## src/rtl/ps2_pkg.sv

```systemverilog
// PS/2 receive shared definitions: FSM encoding, frame geometry, break code.
// Latency: n/a (package only).
// Backpressure: n/a; consumers of rx_data cannot stall the PS/2 line.
package ps2_pkg;

    // Receiver FSM encoding, kept as plain constants for legacy tools.
    localparam logic [1:0] ST_IDLE = 2'd0;
    localparam logic [1:0] ST_RECV = 2'd1;
    localparam logic [1:0] ST_DONE = 2'd2;

    // start + 8 data + parity + stop
    localparam int FRAME_BITS = 11;

    // Shared with the downstream break-code detector.
    localparam logic [7:0] BREAK_CODE = 8'hF0;

    // PS/2 uses odd parity over data and parity bit together.
    function automatic logic odd_parity_ok(input logic [8:0] data_par);
        return ^data_par;
    endfunction

endpackage

```

## src/rtl/ps2_clk_filter.sv

```systemverilog
// PS/2 line conditioning: 2-flop synchronizers, ps2c run-length filter, falling-edge strobe.
// Latency: fall asserts FILTER_LEN+3 clk cycles after ps2c drops and stays low.
// Backpressure: none; free-running sampler, fall is a single-cycle strobe.
module ps2_clk_filter #(
    parameter int FILTER_LEN = 8
) (
    input  logic clk,
    input  logic reset,
    input  logic ps2c,
    input  logic ps2d,
    output logic fall,
    output logic ps2d_s
);

    logic                  c_meta_q, c_meta_d;
    logic                  c_sync_q, c_sync_d;
    logic                  d_meta_q, d_meta_d;
    logic                  d_sync_q, d_sync_d;
    logic [FILTER_LEN-1:0] filt_q, filt_d;
    logic                  fc_q, fc_d;
    logic                  fc_prev_q, fc_prev_d;

    // Next-state: synchronizer shift, filter shift, hysteretic filtered clock.
    always_comb begin
        c_meta_d  = ps2c;
        c_sync_d  = c_meta_q;
        d_meta_d  = ps2d;
        d_sync_d  = d_meta_q;
        filt_d    = {filt_q[FILTER_LEN-2:0], c_sync_q};
        fc_d      = fc_q;
        // Only a full run of identical samples moves fc; mixed history holds it.
        if (&filt_q) begin
            fc_d = 1'b1;
        end else if (~|filt_q) begin
            fc_d = 1'b0;
        end
        fc_prev_d = fc_q;
    end

    // State registers; idle-high line levels after reset so no false edge appears.
    always_ff @(posedge clk) begin
        if (reset) begin
            c_meta_q  <= 1'b1;
            c_sync_q  <= 1'b1;
            d_meta_q  <= 1'b1;
            d_sync_q  <= 1'b1;
            filt_q    <= '1;
            fc_q      <= 1'b1;
            fc_prev_q <= 1'b1;
        end else begin
            c_meta_q  <= c_meta_d;
            c_sync_q  <= c_sync_d;
            d_meta_q  <= d_meta_d;
            d_sync_q  <= d_sync_d;
            filt_q    <= filt_d;
            fc_q      <= fc_d;
            fc_prev_q <= fc_prev_d;
        end
    end

    assign fall   = fc_prev_q & ~fc_q;
    assign ps2d_s = d_sync_q;

endmodule

```

## src/rtl/ps2_frame_rx.sv

```systemverilog
// PS/2 device-to-host frame receiver; optional watchdog via macro PS2_TIMEOUT_EN.
// Latency: rx_data/rx_done_tick (or error pulse) valid the cycle after the stop-bit fall.
// Backpressure: none; a byte is presented once with rx_done_tick and held until the next.
module ps2_frame_rx
    import ps2_pkg::*;
#(
    parameter int FILTER_LEN     = 8,
    parameter int TIMEOUT_CYCLES = 100000
) (
    input  logic       clk,
    input  logic       reset,
    input  logic       ps2c,
    input  logic       ps2d,
    input  logic       rx_en,
    output logic [7:0] rx_data,
    output logic       rx_done_tick,
    output logic       parity_err,
    output logic       frame_err,
    output logic       busy
);

    // Elaboration-time sanity of the configuration.
    if (FILTER_LEN < 2) begin : g_filter_len_check
        $error("FILTER_LEN must be at least 2");
    end
    if (TIMEOUT_CYCLES < 2) begin : g_timeout_check
        $error("TIMEOUT_CYCLES must be at least 2");
    end

    logic fall;
    logic ps2d_s;

    ps2_clk_filter #(
        .FILTER_LEN (FILTER_LEN)
    ) u_clk_filter (
        .clk    (clk),
        .reset  (reset),
        .ps2c   (ps2c),
        .ps2d   (ps2d),
        .fall   (fall),
        .ps2d_s (ps2d_s)
    );

    logic [1:0] state_q, state_d;
    logic [3:0] cnt_q, cnt_d;
    logic [9:0] sr_q, sr_d;
    logic [9:0] sr_shift;
    logic [7:0] rx_data_q, rx_data_d;
    logic       tick_q, tick_d;
    logic       perr_q, perr_d;
    logic       ferr_q, ferr_d;
    logic       wd_expired;

`ifdef PS2_TIMEOUT_EN
    localparam int WD_W = $clog2(TIMEOUT_CYCLES);

    logic [WD_W-1:0] wd_q, wd_d;

    // Watchdog restarts on every edge inside a frame and sits at zero elsewhere,
    // which also covers the clear on entry to RECV.
    always_comb begin
        wd_d = '0;
        if (state_q == ST_RECV && !fall) begin
            wd_d = wd_q + 1'b1;
        end
    end

    // Watchdog register.
    always_ff @(posedge clk) begin
        if (reset) begin
            wd_q <= '0;
        end else begin
            wd_q <= wd_d;
        end
    end

    assign wd_expired = (state_q == ST_RECV) && (wd_q == WD_W'(TIMEOUT_CYCLES - 1));
`else
    assign wd_expired = 1'b0;
`endif

    // Receive FSM. The verdict is computed on the stop-bit edge and registered,
    // so the pulse and the new rx_data appear together during the single DONE cycle.
    always_comb begin
        state_d   = state_q;
        cnt_d     = cnt_q;
        sr_d      = sr_q;
        rx_data_d = rx_data_q;
        tick_d    = 1'b0;
        perr_d    = 1'b0;
        ferr_d    = 1'b0;
        sr_shift  = {ps2d_s, sr_q[9:1]};

        case (state_q)
            ST_IDLE: begin
                if (fall && rx_en && !ps2d_s) begin
                    state_d = ST_RECV;
                    cnt_d   = 4'(FRAME_BITS - 1);
                    sr_d    = '0;
                end
            end
            ST_RECV: begin
                if (wd_expired) begin
                    state_d = ST_IDLE;
                    ferr_d  = 1'b1;
                end else if (fall) begin
                    sr_d  = sr_shift;
                    cnt_d = cnt_q - 4'd1;
                    if (cnt_q == 4'd1) begin
                        state_d = ST_DONE;
                        // sr_shift layout: [9]=stop, [8]=parity, [7:0]=data.
                        if (!sr_shift[9]) begin
                            ferr_d = 1'b1;
                        end else if (!odd_parity_ok(sr_shift[8:0])) begin
                            perr_d = 1'b1;
                        end else begin
                            rx_data_d = sr_shift[7:0];
                            tick_d    = 1'b1;
                        end
                    end
                end
            end
            ST_DONE: begin
                state_d = ST_IDLE;
            end
            default: begin
                state_d = ST_IDLE;
            end
        endcase
    end

    // FSM, datapath and pulse registers.
    always_ff @(posedge clk) begin
        if (reset) begin
            state_q   <= ST_IDLE;
            cnt_q     <= '0;
            sr_q      <= '0;
            rx_data_q <= 8'h00;
            tick_q    <= 1'b0;
            perr_q    <= 1'b0;
            ferr_q    <= 1'b0;
        end else begin
            state_q   <= state_d;
            cnt_q     <= cnt_d;
            sr_q      <= sr_d;
            rx_data_q <= rx_data_d;
            tick_q    <= tick_d;
            perr_q    <= perr_d;
            ferr_q    <= ferr_d;
        end
    end

    assign rx_data      = rx_data_q;
    assign rx_done_tick = tick_q;
    assign parity_err   = perr_q;
    assign frame_err    = ferr_q;
    assign busy         = (state_q != ST_IDLE);

endmodule

```

## config.mk

```make
export PLATFORM = sky130hd
export DESIGN_NAME = ps2_frame_rx
export DESIGN_NICKNAME = d
export VERILOG_FILES = /design/src/rtl/ps2_pkg.sv /design/src/rtl/ps2_clk_filter.sv /design/src/rtl/ps2_frame_rx.sv
export SDC_FILE = /design/constraint.sdc
export NUM_CORES = 1
export LEC_CHECK = 0
export ABC_AREA = 1
export CORE_UTILIZATION = 30
export CTS_CLUSTER_SIZE = 10
export DETAILED_ROUTE_END_ITERATION = 16
export GPL_TIMING_DRIVEN = 1
export SYNTH_ARGS = -nofsm -noshare
export SYNTH_HDL_FRONTEND = slang
export SYNTH_SLANG_ARGS = --single-unit
```

## constraint.sdc

```tcl
create_clock -name clk -period 2.47 [get_ports clk]
set_input_delay 0.6175 -clock clk [delete_from_list [all_inputs] [get_ports clk]]
set_output_delay 0.6175 -clock clk [all_outputs]
set_load 0.02 [all_outputs]
```

=== Word level (Yosys, flattened, before mapping) ===
Index checks and enable logic that the tools add are counted.

* Bits in registers: 41
* Bits in latches: 0
* Memory bits (writable): 0
* Bits in read-only memories: 0
* Output and inout port bits: 12
* Memories: 0

* Add/sub/neg operators: 1
* Multipliers: 0
* Div/mod/pow operators: 0
* Magnitude comparators: 0
* Equality and inequality tests: 5
* Shifts and indexed selects: 0
* Muxes and demuxes: 13
* Bitwise logic cells: 6
* Reductions and logical operators: 15

{| class="wikitable"
|+ Operators with widths
! cell !! number
|-
| 10-bit two-way mux || 2
|-
| 10-bit one-hot mux with 2 select lines || 1
|-
| 9-bit XOR reduction || 1
|-
| 4-bit two-way mux || 2
|-
| 4-bit one-hot mux with 2 select lines || 1
|-
| 8-bit AND reduction || 1
|-
| 8-bit OR reduction || 1
|-
| 2-bit two-way mux || 3
|-
| 2-bit inequality test (second input constant) || 3
|-
| 3-bit AND reduction || 2
|-
| 1-bit inverter || 5
|-
| 5-bit AND reduction || 1
|-
| 5-bit OR reduction || 1
|-
| 4-bit by 1-bit == test with 1-bit output (second input constant) || 1
|-
| 2-bit one-hot mux with 2 select lines || 1
|-
| 2-bit nonzero test || 2
|-
| 4-bit OR reduction || 1
|-
| 4-bit by 1-bit subtractor with 4-bit output (second input constant) || 1
|-
| 1-bit two-way mux || 3
|-
| 2-bit by 1-bit == test with 1-bit output (second input constant) || 1
|-
| 1-bit logical AND || 2
|-
| 2-bit logical NOT || 1
|-
| 2-bit OR reduction || 1
|-
| 1-bit bitwise AND || 1
|-
| 1-bit logical NOT || 1
|}

=== Longest topological paths before layout ===
* Word-level depth: 6
* Mapped depth: 11

=== Cells and area by module ===
A second synthesis with hierarchy kept.

* Cells, all modules: 231
* Area total of the unflattened synthesis: 1687.9 sq um

{| class="wikitable"
|+ By module, submodules not included
! module !! instances !! cells each !! area an instance (sq um) !! sequential area each (sq um)
|-
| ps2_frame_rx || 1 || 186 || 1248.7 || 520.5
|-
| ps2_clk_filter || 1 || 45 || 439.2 || 280.3
|}

=== Least setup slack after synthesis ===
OpenSTA, ideal clock, no wires.

* Path kind: register -> register
* Start: reg cnt_q[1]
* End: reg rx_data_q[5], in the netlist rx_data[5]
* Data arrival time: 1.317 ns
* Data required time: 2.406 ns
* Path slack: 1.089 ns
* Cell stages (with the launch flop): 9
* Path buffers: 0
* Cell sequence: dfxtp_1 inv_1 ha_1 nand4_4 nor3_4 nand3_4 nand2_1 inv_1 nor2_1

* Longest elaborated chain between the ends: 2

{| class="wikitable"
|+ Ends and longest elaborated chain
! what !! RTL line !! text
|-
| start: declaration || ps2_frame_rx.sv:45 || <nowiki>logic [3:0] cnt_q, cnt_d;</nowiki>
|-
| start signal: assignment || ps2_frame_rx.sv:144 || <nowiki>cnt_q <= cnt_d;</nowiki>
|-
| 4-bit by 1-bit == test with 1-bit output || ps2_frame_rx.sv:109 || <nowiki>if (cnt_q == 4'd1) begin</nowiki>
|-
| 5-bit AND reduction (no source line) || - ||
|-
| end signal: assignment || ps2_frame_rx.sv:146 || <nowiki>rx_data_q <= rx_data_d;</nowiki>
|-
| end: declaration || ps2_frame_rx.sv:48 || <nowiki>logic [7:0] rx_data_q, rx_data_d;</nowiki>
|}

Every way passes these cells.
A chain may end at the register's enable or synchronous reset.

=== Worst setup path after layout ===
* Start: reg state_q[1]
* End: out busy

* Longest elaborated chain between the ends: 1

{| class="wikitable"
|+ Ends and longest elaborated chain
! what !! RTL line !! text
|-
| start: declaration || ps2_frame_rx.sv:44 || <nowiki>logic [1:0] state_q, state_d;</nowiki>
|-
| start signal: assignment || ps2_frame_rx.sv:143 || <nowiki>state_q <= state_d;</nowiki>
|-
| 2-bit nonzero test || ps2_frame_rx.sv:157 || <nowiki>assign busy = (state_q != ST_IDLE);</nowiki>
|-
| end: declaration || ps2_frame_rx.sv:19 || <nowiki>output logic busy</nowiki>
|}

Every way passes these cells.

==> results_dict.tcl <==
set metrics [dict create \
    rsz0062_at_grt "no" \
    worst_slew_pin_slew_ns 0.493 \
    cts_tree "yes" \
    crit_end "busy" \
    stdcell_count 314 \
    grtUsageTotal 0.110 \
    viasPerCell 4.22 \
    design_area_um2 2050 \
    fin_crit_sh 0.810 \
    cp.required_ns 1.85 \
    start_util 0.321 \
    grt_pass1_vias 1141 \
    die_area_um2 5950 \
    hold_ws_ns 0.410 \
    yosysSeqAreaShare 0.473 \
    finalNetCount 250 \
    grt_pass1_wl_um 5080 \
    finalMaxSlewViolations 0 \
    peakVddDrop_mv 0.323 \
    dr_total_vias 1325 \
    worstSetupEndpointType "output pin" \
    ant_nets 0 \
    reg2reg_from "cnt_q[1]$_SDFFE_PP0P_" \
    critical_path.startpoint_type "register" \
    wl_per_cell_um 9.54 \
    die_w_um 77.1 \
    clock_latency_ns 0.30 \
    drtPass1Iterations 4 \
    min_period_ns 2.00 \
    drc 0 \
    reg2reg_slack_ns 0.82 \
    core_region_area_um2 5270 \
    place_ws_ns 0.522 \
    ios 17 \
    routed.top_layer "met4" \
    outcome "finished clean" \
    synth_cell_types 28 \
    leakage_nw 0.900 \
    synth_warnings 0 \
    drt-total-wl_um 3000 \
    maxCapViolCount 0 \
    critPathLaunch "state_q[1]$_SDFFE_PP0P_" \
    final_common_cell "nand2_1" \
    htreeDepth 2 \
    avgSynthCellArea_um2 7.63 \
    placed_cell_area_um2 1940 \
    critPathMaxFanout 2 \
    hpwl_um 2080 \
    fmax_mhz 500 \
    dp.cells 306 \
    cts.sinks 40 \
    cts_made_buffers 5 \
    ctsHoldBuffers 0 \
    worstPathArrival_ns 1.38 \
    drt-met1-wl_um 1530 \
    syn-num-nets 229 \
    reg2regPathDepth 8 \
    wl_met2_um 1270 \
    ys_ff_latch 40 \
    finalHoldViolCount 0 \
    fin_util 0.390 \
    final_cell_mix "nand2_1 (47), inv_1 (42), dfxtp_1 (40)" \
    clkTransAtPathRegs_ns 0.08 \
    diodes 0 \
    cts.repair.resized 0 \
    drive_gt1_frac 0.131 \
    min-delay-path-class "reg -> reg" \
    syn-instance-count 222 \
    post_cts_buffers 0 \
    worst-setup-path-type "reg -> out" \
    netlist_area_um2 1690 \
    power.total_mw 1.21 \
    drt_iter0_drc 42 \
    finClkSkew_ns 0.00903 \
    grt_max_degree 23 \
    tns_ns 0 \
    gp_congestion 0.730 \
    setup_viol_count_final 0 \
    wl_met3_um 169 \
    cts_root_buffer "clkbuf_8" \
    die_y_um 77.1 \
    fin_ws_ns 0.468 \
    antenna_found_initial 0 \
    synthToLayoutAreaGrowth_pct 21.3 \
    power_density_nw_per_um2 588 \
    max_slew_margin 0.669 \
    fp-row-count 26 \
    grt_remaining_overflow 0 \
    clk_path_buf_depth 2 \
    port_buffers 16 \
    r2r_end "rx_data[5]$_SDFFE_PP0P_" \
]
==> how the worst min path moves through the flow <==
stage | start | to | cells after the start
final | u_clk_filter.c_meta_q$_SDFF_PP1_ | u_clk_filter.c_sync_q$_SDFF_PP1_ | 1
after global routing | u_clk_filter.c_meta_q$_SDFF_PP1_ | u_clk_filter.c_sync_q$_SDFF_PP1_ | 1
after CTS | u_clk_filter.c_sync_q$_SDFF_PP1_ | u_clk_filter.filt_q[0]$_SDFF_PP1_ | 1
after detailed placement | u_clk_filter.c_sync_q$_SDFF_PP1_ | u_clk_filter.filt_q[0]$_SDFF_PP1_ | 1
after global placement | u_clk_filter.d_meta_q$_SDFF_PP1_ | u_clk_filter.ps2d_s$_SDFF_PP1_ | 1
after floorplan | u_clk_filter.c_meta_q$_SDFF_PP1_ | u_clk_filter.c_sync_q$_SDFF_PP1_ | 1
==> synthesized netlist by cell type <==
library cell,number,area (µm²)
nand3_2,2,20.0
nand3_1,4,20.0
clkinv_2,1,5.00
dfxtp_1,40,801
clkbuf_1,3,11.3
nand4_1,11,68.8
ha_1,2,25.0
inv_2,4,15.0
nand4_4,1,21.3
nand2_4,1,11.3
nor3_1,4,20.0
nor2_1,25,93.8
nor3_4,1,16.3
nand2_2,3,18.8
a22oi_1,8,60.1
a221oi_1,1,8.76
clkinv_1,1,3.75
inv_1,42,158
or2_2,6,37.5
buf_2,2,10.0
nor2_2,1,6.26
o21ai_0,2,10.0
o221ai_1,1,8.76
nor4_1,2,12.5
nand3_4,1,17.5
nand2_1,47,176
a21oi_1,4,20.0
xor2_1,2,17.5
==> power by group <==
| group | internal (mW) | switching [mW] | leakage (nW) |
|---|---|---|---|
| sequential | 0.648 | 0.00128 | 0.324 |
| clock | 0.299 | 0.233 | 0.0541 |
| combinational | 0.0114 | 0.0151 | 0.522 |
| total | 0.959 | 0.250 | 0.900 |
==> layout make-up <==
class	instances	area, µm²
flip-flops and latches	40	801
multi-input cells	129	691
clock buffers	5	68.8
well taps	70	87.6
inverters	48	181
repair buffers	19	183
clock inverters	3	42.5
fillers	545	3220
==> per-layer routing <==
metal / vias up / GRT usage
met5: - / 0
met4: 0 / 0.0453
met3: 4 / 0.0476
met2: 30 / 0.164
met1: 559 / 0.137
li1: 732 / -
==> critical path, cell delays in order, from the launching register on <==
cell	delay, ns
dfxtp_1	0.35
inv_1	0.06
nand2_1	0.07
clkdlybuf4s50_1	0.60
==> sequential cells by signal, summed over array words and instances (netlist names) <==
signal and flops:
u_clk_filter.c_sync_q 1, frame_err 1, rx_done_tick 1, u_clk_filter.fc_prev_d 1, u_clk_filter.fc_prev_q 1, parity_err 1
u_clk_filter.c_meta_q 1, sr_q 9, u_clk_filter.d_meta_q 1, state_q 2, u_clk_filter.filt_q 8, rx_data 8
cnt_q 4, u_clk_filter.ps2d_s 1
==> kinds of logic (layout without fill, tap and decap cells) <==
family                     count (synthesis)  in the layout  share of synthesized area
AOI/OAI and AO/OA                         16             16                     0.0635
adders and majority gates                  2              2                     0.0148
and+or+nand+nor                          109            109                      0.319
xor gates and xnor gates                   2              2                     0.0103
buffers and inverters                     53             75                      0.120
DFF                                       40             40                      0.473
Note: power is estimated with default switching activity, not from simulation.
